[src/rtl/sd_dat_writer.sv]
// DAT0 write-phase engine for 1-bit SD mode: streams one 512-byte sector plus CRC16, then
// parses the CRC status token and waits out card busy. Define SD_DAT_WRITER_TIMEOUT_EN for a token/busy timeout.
module sd_dat_writer #(
    parameter int          CLK_DIV      = 0,
    parameter logic [23:0] BUSY_TIMEOUT = 24'd1_000_000
) (
    input  logic       clk,
    input  logic       rst,
    input  logic       wstart,
    output logic       wbusy,
    output logic       wdone,
    output logic [2:0] wstatus,
    output logic       werr,
    output logic [8:0] inaddr,
    input  logic [7:0] inbyte,
    output logic       sdclk,
    output logic       sddat0_o,
    output logic       sddat0_oe,
    input  logic       sddat0_i
);

    if (CLK_DIV < 0 || CLK_DIV > 7 || BUSY_TIMEOUT == 24'd0) begin : g_bad_param
        $error("sd_dat_writer: CLK_DIV must be 0..7 and BUSY_TIMEOUT nonzero");
    end

    localparam logic [7:0] HALF_M1 = 8'((1 << CLK_DIV) - 1);

    typedef enum logic [3:0] {IDLE, PRE, START, DATA, CRC, END, STAT, BUSY, DONE} state_t;

    state_t      state, state_nxt;
    logic [7:0]  div_cnt;
    logic [11:0] cnt;
    logic [7:0]  shreg;
    logic [15:0] crc;
    logic        clk_en, tick, fall, rise, dbit, adv, to_hit;

    function automatic logic [15:0] crc_step(input logic [15:0] c, input logic b);
        return {c[14:0], 1'b0} ^ ((c[15] ^ b) ? 16'h1021 : 16'h0000);
    endfunction

    assign clk_en = (state != IDLE) && (state != DONE);
    assign tick   = clk_en && (div_cnt == HALF_M1);
    assign fall   = tick && sdclk;
    assign rise   = tick && !sdclk;
    // Bit 7 of each byte comes straight from the buffer; the rest from the shifter.
    assign dbit   = (cnt[2:0] == 3'd0) ? inbyte[7] : shreg[7];

`ifdef SD_DAT_WRITER_TIMEOUT_EN
    logic [23:0] tcnt;
    assign to_hit = rise && (state == STAT || state == BUSY) && (tcnt == BUSY_TIMEOUT - 24'd1);

    always_ff @(posedge clk or posedge rst) begin
        if (rst)                                  tcnt <= '0;
        else if (state_nxt == STAT && state != STAT) tcnt <= '0;
        else if (rise && (state == STAT || state == BUSY)) tcnt <= tcnt + 24'd1;
    end
`else
    assign to_hit = 1'b0;
`endif

    always_ff @(posedge clk or posedge rst) begin
        if (rst) state <= IDLE;
        else     state <= state_nxt;
    end

    always_comb begin
        state_nxt = state;
        adv       = 1'b0;
        case (state)
            IDLE:  if (wstart) state_nxt = PRE;
            PRE:   begin adv = fall; if (fall && cnt == 12'd7)    state_nxt = START; end
            START: if (fall) state_nxt = DATA;
            DATA:  begin adv = fall; if (fall && cnt == 12'd4095) state_nxt = CRC;   end
            CRC:   begin adv = fall; if (fall && cnt == 12'd15)   state_nxt = END;   end
            END:   begin adv = fall; if (fall && cnt == 12'd1)    state_nxt = STAT;  end
            STAT: begin
                // cnt stays 0 until the start bit is seen, then walks the 3 token bits and end bit
                adv = rise && (cnt != 12'd0 || !sddat0_i);
                if (rise && cnt == 12'd4) state_nxt = BUSY;
            end
            BUSY:  if (rise && sddat0_i) state_nxt = DONE;
            DONE:  state_nxt = IDLE;
            default: state_nxt = IDLE;
        endcase
        if (to_hit) state_nxt = DONE;
    end

    always_ff @(posedge clk or posedge rst) begin
        if (rst) begin
            div_cnt   <= '0;
            sdclk     <= 1'b0;
            cnt       <= '0;
            shreg     <= '0;
            crc       <= '0;
            sddat0_o  <= 1'b1;
            sddat0_oe <= 1'b0;
            wbusy     <= 1'b0;
            wdone     <= 1'b0;
            wstatus   <= '0;
            werr      <= 1'b0;
            inaddr    <= '0;
        end else begin
            wdone   <= (state_nxt == DONE);
            div_cnt <= (!clk_en || tick) ? 8'd0 : div_cnt + 8'd1;
            sdclk   <= clk_en ? (sdclk ^ tick) : 1'b0;
            cnt     <= (state_nxt != state) ? 12'd0 : (adv ? cnt + 12'd1 : cnt);
            case (state)
                IDLE: if (wstart) begin
                    wbusy   <= 1'b1;
                    werr    <= 1'b0;
                    wstatus <= '0;
                    inaddr  <= '0;
                    crc     <= '0;
                end
                PRE: if (fall) begin
                    sddat0_oe <= 1'b1;
                    sddat0_o  <= 1'b1;
                end
                START: if (fall) sddat0_o <= 1'b0;
                DATA: if (fall) begin
                    sddat0_o <= dbit;
                    crc      <= crc_step(crc, dbit);
                    if (cnt[2:0] == 3'd0) begin
                        shreg  <= {inbyte[6:0], 1'b0};
                        inaddr <= inaddr + 9'd1;
                    end else begin
                        shreg  <= {shreg[6:0], 1'b0};
                    end
                end
                CRC: if (fall) begin
                    sddat0_o <= crc[15];
                    crc      <= {crc[14:0], 1'b0};
                end
                END: if (fall) begin
                    sddat0_o <= 1'b1;
                    if (cnt == 12'd1) sddat0_oe <= 1'b0;
                end
                STAT: if (rise) begin
                    if (cnt >= 12'd1 && cnt <= 12'd3) wstatus <= {wstatus[1:0], sddat0_i};
                    if (cnt == 12'd4) werr <= (wstatus != 3'b010);
                end
                DONE: wbusy <= 1'b0;
                default: ;
            endcase
            if (to_hit) begin
                werr    <= 1'b1;
                wstatus <= 3'b111;
            end
        end
    end

endmodule

[config.mk]
export PLATFORM = sky130hd
export DESIGN_NAME = sd_dat_writer
export DESIGN_NICKNAME = d
export VERILOG_FILES = /design/src/rtl/sd_dat_writer.sv
export SDC_FILE = /design/constraint.sdc
export NUM_CORES = 1
export LEC_CHECK = 0
export BUFFER_PORTS_ARGS = -buffer_cell sky130_fd_sc_hd__buf_4
export CORE_ASPECT_RATIO = 1.5
export CORE_MARGIN = 4
export CORE_UTILIZATION = 59
export CTS_CLUSTER_SIZE = 14
export DETAILED_ROUTE_END_ITERATION = 8
export PLACE_DENSITY = 0.79
export SLEW_MARGIN = 20
export SYNTH_ARGS = -nofsm -noshare
export SYNTH_HDL_FRONTEND = slang
export SYNTH_SLANG_ARGS = --single-unit
export TNS_END_PERCENT = 30
[constraint.sdc]
create_clock -name clk -period 2.85 [get_ports clk]
set_input_delay 0.4275 -clock clk [delete_from_list [all_inputs] [get_ports clk]]
set_output_delay 0.4275 -clock clk [all_outputs]
set_load 0.05 [all_outputs]
* After elaboration in Yosys (flattened, before gate mapping) *
Cells that the tools add are included.

storage, ports and cells
  memories = 0
  latch bits = 0
  RAM bits = 0
  ROM bits = 0
  bits in registers = 66
  output and inout bits = 18
  input bits = 12
  logic and storage cells = 132

operators by class
  add/subtract/negate cells = 3
  shifts and indexed selects = 0
  multipliers = 0
  reductions and logical operators = 39
  $lt $le $gt $ge = 2
  muxes and demuxes = 43
  bitwise gates (word level) = 3
  eq/ne operators = 29
  divide/modulo/power cells = 0

operator list
  operator                                                          count
  two-way mux 16 bit                                                3
  case mux 16 bit (3 select lines)                                  1
  two-way mux 4 bit                                                 8
  case mux 4 bit (8 select lines)                                   1
  two-way mux 9 bit                                                 3
  equality test 12 x 3 -> 1 bit (second input constant)             2
  two-way mux 12 bit                                                2
  != test 2 bit (second input constant)                             11
  AND reduction 4 bit                                               5
  case mux 9 bit (2 select lines)                                   1
  equality test 4 x 3 -> 1 bit (second input constant)              4
  two-way mux 8 bit                                                 2
  bitwise XOR 16 x 13 -> 16 bit                                     1
  two-way mux 13 bit                                                1
  adder 12 x 1 -> 12 bit (second input constant)                    1
  equality test 12 x 1 -> 1 bit (second input constant)             1
  equality test 12 bit (second input constant)                      1
  equality test 12 x 4 -> 1 bit (second input constant)             1
  >= comparator 12 x 1 -> 1 bit (second input constant)             1
  less-or-equal comparator 12 x 2 -> 1 bit (second input constant)  1
  logical AND 1 bit                                                 12
  two-way mux 1 bit                                                 12
  nonzero test 12 bit                                               1
  nonzero test 2 bit                                                5
  25 further kinds                                                  38

* Logic depth before layout (Yosys ltp) *
Gate-level depths: netlist of the first run.

  depth after elaboration = 9
  mapped depth = 13
  depth with buffers taken out = 11

* Worst setup path before layout of the first run *
Ideal clock, no wire load.

  kind = flip-flop to flip-flop
  start = reg state[2]
  end = reg crc[15]
  slack = 247 ps
  library setup time = 123 ps
  arrival = 2480 ps
  clock period less this slack = 2603 ps
  path buffers = 3
  required time = 2727 ps
  cell stages (with the launch flop) = 12
  cells stage by stage = dfrtp_1 clkbuf_1 nor3_1 nor2_1 ha_1 buf_2 mux2_2 a32oi_1 nor2_1 buf_2 nand3_1 nand2_1

on the way
  word-level cells in the longest chain between the ends = 6
  elaborated cells between the ends (all ways) = 14
  classes of those cells = eq/ne: 6; mux: 1; reduce/logical: 7

ends and longest elaborated chain
  element                                              line  text
  start: declaration                                   30    state_t state, state_nxt;
  start signal: assignment                             63    else state <= state_nxt;
  != test 4 bit or nonzero test 4 bit (tied branches)  41    assign clk_en = (state != IDLE) && (state != DONE);
  logical AND 1 bit                                    41
  logical AND 1 bit                                    42    assign tick = clk_en && (div_cnt == HALF_M1);
  logical AND 1 bit                                    43    assign fall = tick && sdclk;
  != test 2 bit (no line)                              n/a
  AND reduction 4 bit (no line)                        n/a
  end signal: assignment                               122   crc <= crc_step(crc, dbit);
  end signal: assignment                               132   crc <= {crc[14:0], 1'b0};
  end: declaration                                     34    logic [15:0] crc;

Parallel ways exist; a longest one is shown, timed or not.
A chain may end at the register's enable or synchronous reset.

* Worst setup path in the final report of the first run *
  start = reg div_cnt[5]
  end = reg cnt[9]

on the way
  word-level cells in the longest chain between the ends = 8
  elaborated cells between the ends (all ways) = 23
  classes of those cells = eq/ne: 1; mux: 10; reduce/logical: 12

ends and longest elaborated chain
  element                                                   line    text
  start: declaration                                        31      logic [7:0] div_cnt;
  start signal: assignment                                  104     div_cnt <= (!clk_en || tick) ? 8'd0 : div_cnt + 8'd1;
  logical NOT 8 bit (*)                                     42
  logical AND 1 bit (*)                                     42
  logical AND 1 bit (on tied branches)                      44, 43
  logical AND 1 bit (tied with other cells)                 81      BUSY: if (rise && sddat0_i) state_nxt = DONE;
  two-way mux 4 bit (tied with other cells)                 81
  case mux 4 bit (8 select lines) (*)                       69      case (state)
  net state_nxt[0]                                          30
  != test 4 bit (*)                                         106     cnt <= (state_nxt != state) ? 12'd0 : (adv ? cnt + 12'd1 : cnt);
  two-way mux 12 bit or nonzero test 2 bit (tied branches)  n/a
  end signal: assignment                                    106
  end: declaration                                          32      logic [11:0] cnt;

Mark *: on every way through the listed nets, which the timed path passes. The rest lies on a longest branch.

==> results of run 1 <==
## cells in the mapped netlist, types with 2 or more instances
| cell type | n | area share [%] |
|---|---|---|
| a21oi_1 | 10 | 1.5 |
| a22oi_1 | 2 | 0.44 |
| a32oi_1 | 3 | 0.78 |
| and3_1 | 6 | 1.1 |
| and4_1 | 2 | 0.52 |
| buf_2 | 5 | 0.74 |
| buf_4 | 2 | 0.44 |
| clkbuf_1 | 9 | 1.0 |
| dfrtp_1 | 64 | 47 |
| ha_1 | 8 | 3.0 |
| inv_1 | 15 | 1.7 |
| mux2_2 | 3 | 1.0 |
| mux2i_1 | 10 | 3.0 |
| nand2_1 | 36 | 4.0 |
| nand2b_1 | 5 | 0.93 |
| nand3_1 | 30 | 4.4 |
| nand3b_1 | 2 | 0.44 |
| nand4_1 | 13 | 2.4 |
| nor2_1 | 39 | 4.3 |
| nor2b_1 | 4 | 0.74 |
| nor3_1 | 6 | 0.89 |
| nor4_1 | 5 | 0.93 |
| o21ai_0 | 29 | 4.3 |
| o31ai_1 | 2 | 0.44 |
| or2_2 | 2 | 0.37 |
| or4_4 | 2 | 0.67 |
| xnor2_1 | 5 | 1.3 |
| xor2_1 | 20 | 5.2 |
## path summary, 6_finish.rpt
check / startpoint / endpoint / slack [ns] / cells after the start
min in group clk: inbyte[0] / shreg[1] / 0.33 / 3
worst max register to register: div_cnt[5] / cnt[9] / 0.17 / 10
worst max-delay path: div_cnt[5] / cnt[9] / 0.17 / 10
worst min-delay path: rst / crc[4] / 0.19 / 2
max in group asynchronous: rst / state[3] / 2.04 / 3
worst min register to register: shreg[1] / shreg[1] / 0.48 / 2
## cell usage in the layout, fill, tap and decap left out, drive strengths merged, types with 5 or more instances in the layout
master | synthesis | final
nor2 | 39 | 39
xor2 | 20 | 20
nor4 | 5 | 5
inv | 15 | 15
buf | 9 | 39
dfrtp | 64 | 64
and3 | 7 | 7
xnor2 | 5 | 5
mux2i | 10 | 10
o21ai | 29 | 29
clkbuf | 9 | 9
nand4 | 13 | 13
a21oi | 11 | 11
nand2b | 5 | 5
nor3 | 7 | 7
nand2 | 36 | 36
ha | 8 | 8
nand3 | 31 | 31
## flip-flops by register name, summed over array words and instances (netlist names)
name and flops:
sddat0_oe 1, wbusy 1, sddat0_o 1, cnt 12, div_cnt 8, wstatus 3, inaddr 9, state 4
shreg 7, wdone 1, werr 1, sdclk 1, crc 16
## layout make-up
| cell class | instances | area (um^2) | area share [%] |
|---|---|---|---|
| clock buffer | 9 | 123.9 | 3.175 |
| clock inverter | 7 | 71.32 | 1.828 |
| inverter | 15 | 56.30 | 1.443 |
| timing repair buffer | 39 | 305.3 | 7.826 |
| tap | 70 | 87.58 | 2.245 |
| multi-input combinational | 262 | 1629 | 41.76 |
| sequential | 65 | 1628 | 41.73 |
## repair_timing
action,in CTS,in global routing
endpoints found under the setup margin,0,26
setup buffers,0,0
resized for setup,0,5
## layer usage
metal  track usage [%]  vias up  routed length [um]
li1                  -     1327                   -
met1             27.39     1306                2994
met2             34.67       63                3615
met3             4.391        9                 304
met4             10.62        0                 132
met5                 0        -                   0
## critical path, cell delays in order, from the launching register on
cell	delay (ns)
dfrtp_1	0.42
nor4_1	0.30
nand3_1	0.16
nor2_2	0.19
ha_4	0.22
and4_1	0.25
nand4_1	0.17
a32oi_2	0.25
o2111ai_2	0.18
a21o_2	0.33
nor2_1	0.15
## power groups by stage
stage | combinational (W) | clock (W) | sequential, W
detailed placement | 0.00126 | 0 | 0.00118
global placement | 0.00124 | 0 | 0.00118
CTS | 0.00127 | 0.000775 | 0.00116
floorplan | 0.000879 | 0 | 0.00125
finish | 0.00131 | 0.000763 | 0.00117
global route | 0.00144 | 0.000821 | 0.00119
## cell families (layout without fill, tap and decap cells)
| group | Yosys count | count (layout) | synth area share (%) |
|---|---|---|---|
| flip-flops | 65 | 65 | 48.20 |
| XOR/XNOR | 25 | 25 | 6.484 |
| buffers and inverters | 33 | 70 | 4.297 |
| adder cells (fa/ha/maj) | 8 | 8 | 2.964 |
| AND/OR/NAND/NOR | 158 | 158 | 23.53 |
| AO/OA/AOI/OAI | 58 | 58 | 10.56 |
| multiplexers | 13 | 13 | 3.964 |
## stage by stage
step	cells	hold slack, ns	utilization (%)	instance area [um^2]	setup slack, ns
2_1_floorplan	360	0.4492	-	3377	0.2469
3_3_place_gp	451	0.4623	67.03	3681	0.1452
3_5_place_dp	451	0.4694	67.03	3681	0.05775
4_1_cts	467	0.2126	70.59	3876	0.008192
5_1_grt	467	0.2422	71.04	3901	0.01694
6_report	467	0.1938	71.04	3901	0.1672
==> out/metrics.yaml, run 1 <==
synth_area_per_cell_um2: 9.381
postSynthCellCount: 360
start_kind: "flip-flop"
fin_crit_sh_pct: 94.13
fmax_mhz: 372.8
hold_class: "input pin to async pin"
die_y_um: 100.7
num-nets-final: 412
place.gp.congestion: 0.8966
power_density_mw_per_mm2: 830.1
dp_hpwl_um: 4875
pwr-share-comb_pct: 40.3
cts_htree_levels: 3
area_growth_pct: 15.52
drt-total-wl_um: 7047
async_flop_share_pct: 100.0
cts_buffers: 9
syn-cell-area_mm2: 0.003377
run_status: "finished clean"
tightest_slew_ns: 0.7032
finalCriticalPeriod_ns: 2.683
io_pins: 30
power_report.internal_total_w: 0.001940
cts_tree: "yes"
grt_max_degree: 34
viasPerCell: 5.792
p_sw_share_pct: 40.09
root_buffer: "clkbuf_8"
finClkSkew_ns: 0.01334
clockBufferDepth: 2
diodes: 0
n_fill_cell: 425
rsz0062_at_grt: "no"
synth-edff-count: 0
final.setup.tns_ns: 0
finalHoldViolCount: 0
cp_max_fo: 11
clk_pin_slew_ns: 0.08
ys_ff_latch: 65
setup_viol: 0
start_util_pct: 61.49
net-switching-power_w: 0.001299
overflow: 0
numClockSinks: 65
crit_arrival_ns: 2.95
slew_violations: 0
p_leak_nw: 1.869
ys_warn_count: 0
die_w_um: 69.77
final_layout_size_suffix_gt1_share_pct: 18.64
seq_area_frac_synth_pct: 48.20
grt_pass1_vias: 2631
grt_usage_pct: 21.43
num_vias: 2705
peakVddDrop_uv: 476.7
seq_power_share_pct: 36.1
io_buffers: 29
die_area_mm2: 0.007023
yosys.cell_types.count: 49
antenna_found_initial: 0
ys.flop_type: "dfrtp_1"
drt_pass1_iterations: 4
synthesis.nets: 380
remaining_drc_errors: 0
p_clk_share_pct: 23.6
wl_per_cell_um: 15.09
maxCapViolCount: 0
insertion_delay_ns: 0.35
power.total_w: 0.003239
slew_headroom_pct: 53.05
placement_rows: 33
cp-end-kind: "flip-flop"
holdBufCountCts: 0
core_mm2: 0.005492
required_ns: 3.11
drt_iter0_drc: 156
antenna_left: 0
grt_pass1_wl_um: 12060
critPathKind: "flip-flop to flip-flop"
No activity file was read; power rests on OpenSTA's default activity.
==> run 2: changes to the inputs <==
Settings changed: PLACE_DENSITY 0.79 to 0.88.
==> out/metrics.yaml, run 2 (synthesized netlist as in run 1, its figures left out) <==
run_status: "finished clean"  # unchanged
insertion_delay_ns: 0.35  # about the same
drt_pass1_iterations: 4  # unchanged
overflow: 0  # unchanged
holdBufCountCts: 0  # unchanged
slew_headroom_pct: 52.91  # was 53.05%
grt_usage_pct: 21.30  # was 21.43%
placement_rows: 33  # unchanged
critPathKind: "flip-flop to flip-flop"  # unchanged
r2r_setup_slack_ns: 0.19  # was 0.17 ns
crit_slowest_cell: "dfrtp_1"  # unchanged
stdcell_count: 467  # unchanged
antenna_found_initial: 0  # unchanged
cp.buffers_inverters: 0  # unchanged
core_mm2: 0.005492  # unchanged
crit_chain: "nor4_1 > nand3_1 > nor2_2 > ha_4 > and4_1 > nand4_1 > a32oi_1 > o2111ai_2 > a21o_2 > nor2_1"  # was nor4_1 > nand3_1 > nor2_2 > ha_4 > and4_1 > nand4_1 > a32oi_2 > o2111ai_2 > a21o_2 > nor2_1
clk_pin_slew_ns: 0.07  # was 0.08 ns
wl_per_cell_um: 15.34  # was 15.09 um
clockBufferDepth: 2  # unchanged
cp-end-kind: "flip-flop"  # unchanged
placed_cell_area_mm2: 0.003669  # was 0.003681 mm^2
drt_iter0_drc: 196  # was 156
fin_area_mm2: 0.003906  # was 0.003901 mm^2
cts_buffers: 9  # unchanged
reg2reg_to: "cnt[7]"  # was cnt[9]
start_kind: "flip-flop"  # unchanged
root_buffer: "clkbuf_8"  # unchanged
finClkSkew_ns: 0.009959  # was 0.01334 ns
drt-total-wl_um: 7165  # was 7047 um
io_pins: 30  # unchanged
worst_r2r_startpoint: "div_cnt[4]"  # was div_cnt[5]
grt_pass1_wl_um: 11920  # was 12,060 um
fin_crit_sh_pct: 93.46  # was 94.13%
power_density_mw_per_mm2: 849.4  # was 830.1 mW/mm^2
cp.depth: 10  # unchanged
largest_reg_flops: 16  # unchanged
viasPerCell: 5.850  # was 5.792
hold_class: "input pin to async pin"  # unchanged
layout_common_cells: "dfrtp_1, buf_4, nor2_1"  # unchanged
whs_ns: 0.1870  # was 0.1938 ns
dr_wl_met2_um: 3588  # was 3615 um
peakVddDrop_uv: 659.4  # was 476.7 uV
cts_tree: "yes"  # unchanged
p_leak_nw: 1.886  # was 1.869 nW
cpPeakStageDelay_ns: 0.41  # was 0.42 ns
antenna_left: 0  # unchanged
finalCriticalPeriod_ns: 2.664  # was 2.683 ns
cts_setup_buffers: 0  # unchanged
tightest_slew_ns: 0.7054  # was 0.7032 ns
placed_cells: 451  # unchanged
dp_hpwl_um: 5096  # was 4875 um
slew_violations: 0  # unchanged
final.setup.tns_ns: 0  # unchanged
rsz0062_at_grt: "no"  # unchanged
die_w_um: 69.77  # unchanged
layout_commonest_cell: "dfrtp_1"  # unchanged
cp_max_fo: 11  # unchanged
final_layout_size_suffix_gt1_share_pct: 18.14  # was 18.64%
setup_viol: 0  # unchanged
crit_family: "simple AND/OR/NAND/NOR gates"  # unchanged
largestRegisters: "crc: 16 flops, cnt: 12 flops, inaddr: 9 flops"  # unchanged
remaining_drc_errors: 0  # unchanged
maxCapViolCount: 0  # unchanged
finalHoldViolCount: 0  # unchanged
highest_layer: "met4"  # unchanged
required_ns: 3.12  # was 3.11 ns
area_growth_pct: 15.67  # was 15.52%
place.gp.congestion: 0.9040  # was 0.8966
diodes: 0  # unchanged
grt_pass1_vias: 2763  # was 2,631
die_y_um: 100.7  # unchanged
num_vias: 2732  # was 2,705
num-nets-final: 412  # unchanged
m1WireLength_um: 3004  # was 2994 um
cts_htree_levels: 3  # unchanged
dr_wl_met3_um: 314  # was 304 um
numClockSinks: 65  # unchanged
cts_resized: 0  # unchanged
crit_arrival_ns: 2.94  # was 2.95 ns
die_area_mm2: 0.007023  # unchanged
n_fill_cell: 429  # was 425
fmax_mhz: 375.4  # was 372.8 MHz
ff2ff_path_depth: 10  # unchanged
start_util_pct: 61.49  # unchanged
io_buffers: 29  # unchanged
grt_max_degree: 36  # was 34
top_register: "crc"  # unchanged
==> run 2: cell types whose count changed in the layout (fill, tap and decap cells not counted) <==
cell | before | now
buf_4 | 38 | 39
bufinv_16 | 1 | 2
a32oi_2 | 1 | 0
a32oi_1 | 2 | 3
clkbuf_8 | 9 | 10
clkinvlp_4 | 3 | 0
buf_12 | 1 | 0
clkbuf_1 | 0 | 1
==> run 2: final cells by class <==
cell class | instances | area [um^2] | area share [%]
clock buffers | 11 | 141.4 | 3.619
well taps | 70 | 87.58 | 2.242
repair buffers | 39 | 292.8 | 7.495
inverters | 15 | 56.30 | 1.441
clock inverters | 5 | 78.83 | 2.018
flip-flops and latches | 65 | 1628 | 41.67
multi-input cells | 262 | 1622 | 41.51
==> run 2: worst max-delay path by stage <==
stage               slack, ns        from      end
finish                   0.19  div_cnt[4]   cnt[7]
global route             0.04  div_cnt[4]   cnt[1]
CTS                      0.02  div_cnt[4]   cnt[7]
detailed placement       0.02  div_cnt[4]   cnt[7]
global placement         0.16  div_cnt[5]  cnt[10]
floorplan                0.25    state[2]  crc[15]
==> run 2: worst register-to-register path, stage by stage (launching register included) <==
cell and delay (ns):
dfrtp_1 0.41, nor4_1 0.29, nand3_1 0.15, nor2_2 0.17
ha_4 0.21, and4_1 0.25, nand4_1 0.16, a32oi_1 0.28
o2111ai_2 0.19, a21o_2 0.33, nor2_1 0.15
==> run 2: metrics by stage <==
stage,setup WS [ns],total power [W],utilization [%]
finish,0.1863,0.003318,71.13
global route,0.04192,0.003521,71.13
CTS,0.02229,0.003294,70.81
detailed placement,0.01570,0.002429,66.80
global placement,0.1607,0.002389,66.80
floorplan,0.2469,0.002126,-
==> run 2: routing by layer <==
metal / up-vias / global-route usage, %
met5: - / 0
met4: 0 / 11.95
met3: 25 / 5.489
met2: 77 / 37.22
met1: 1312 / 23.39
li1: 1318 / -
==> run 2: power breakdown <==
part | total [W] | switching [W] | internal [W]
combinational | 0.00126 | 0.000807 | 0.000453
clock | 0.000864 | 0.000349 | 0.000515
sequential | 0.00119 | 0.000121 | 0.00107
total | 0.00332 | 0.00128 | 0.00204
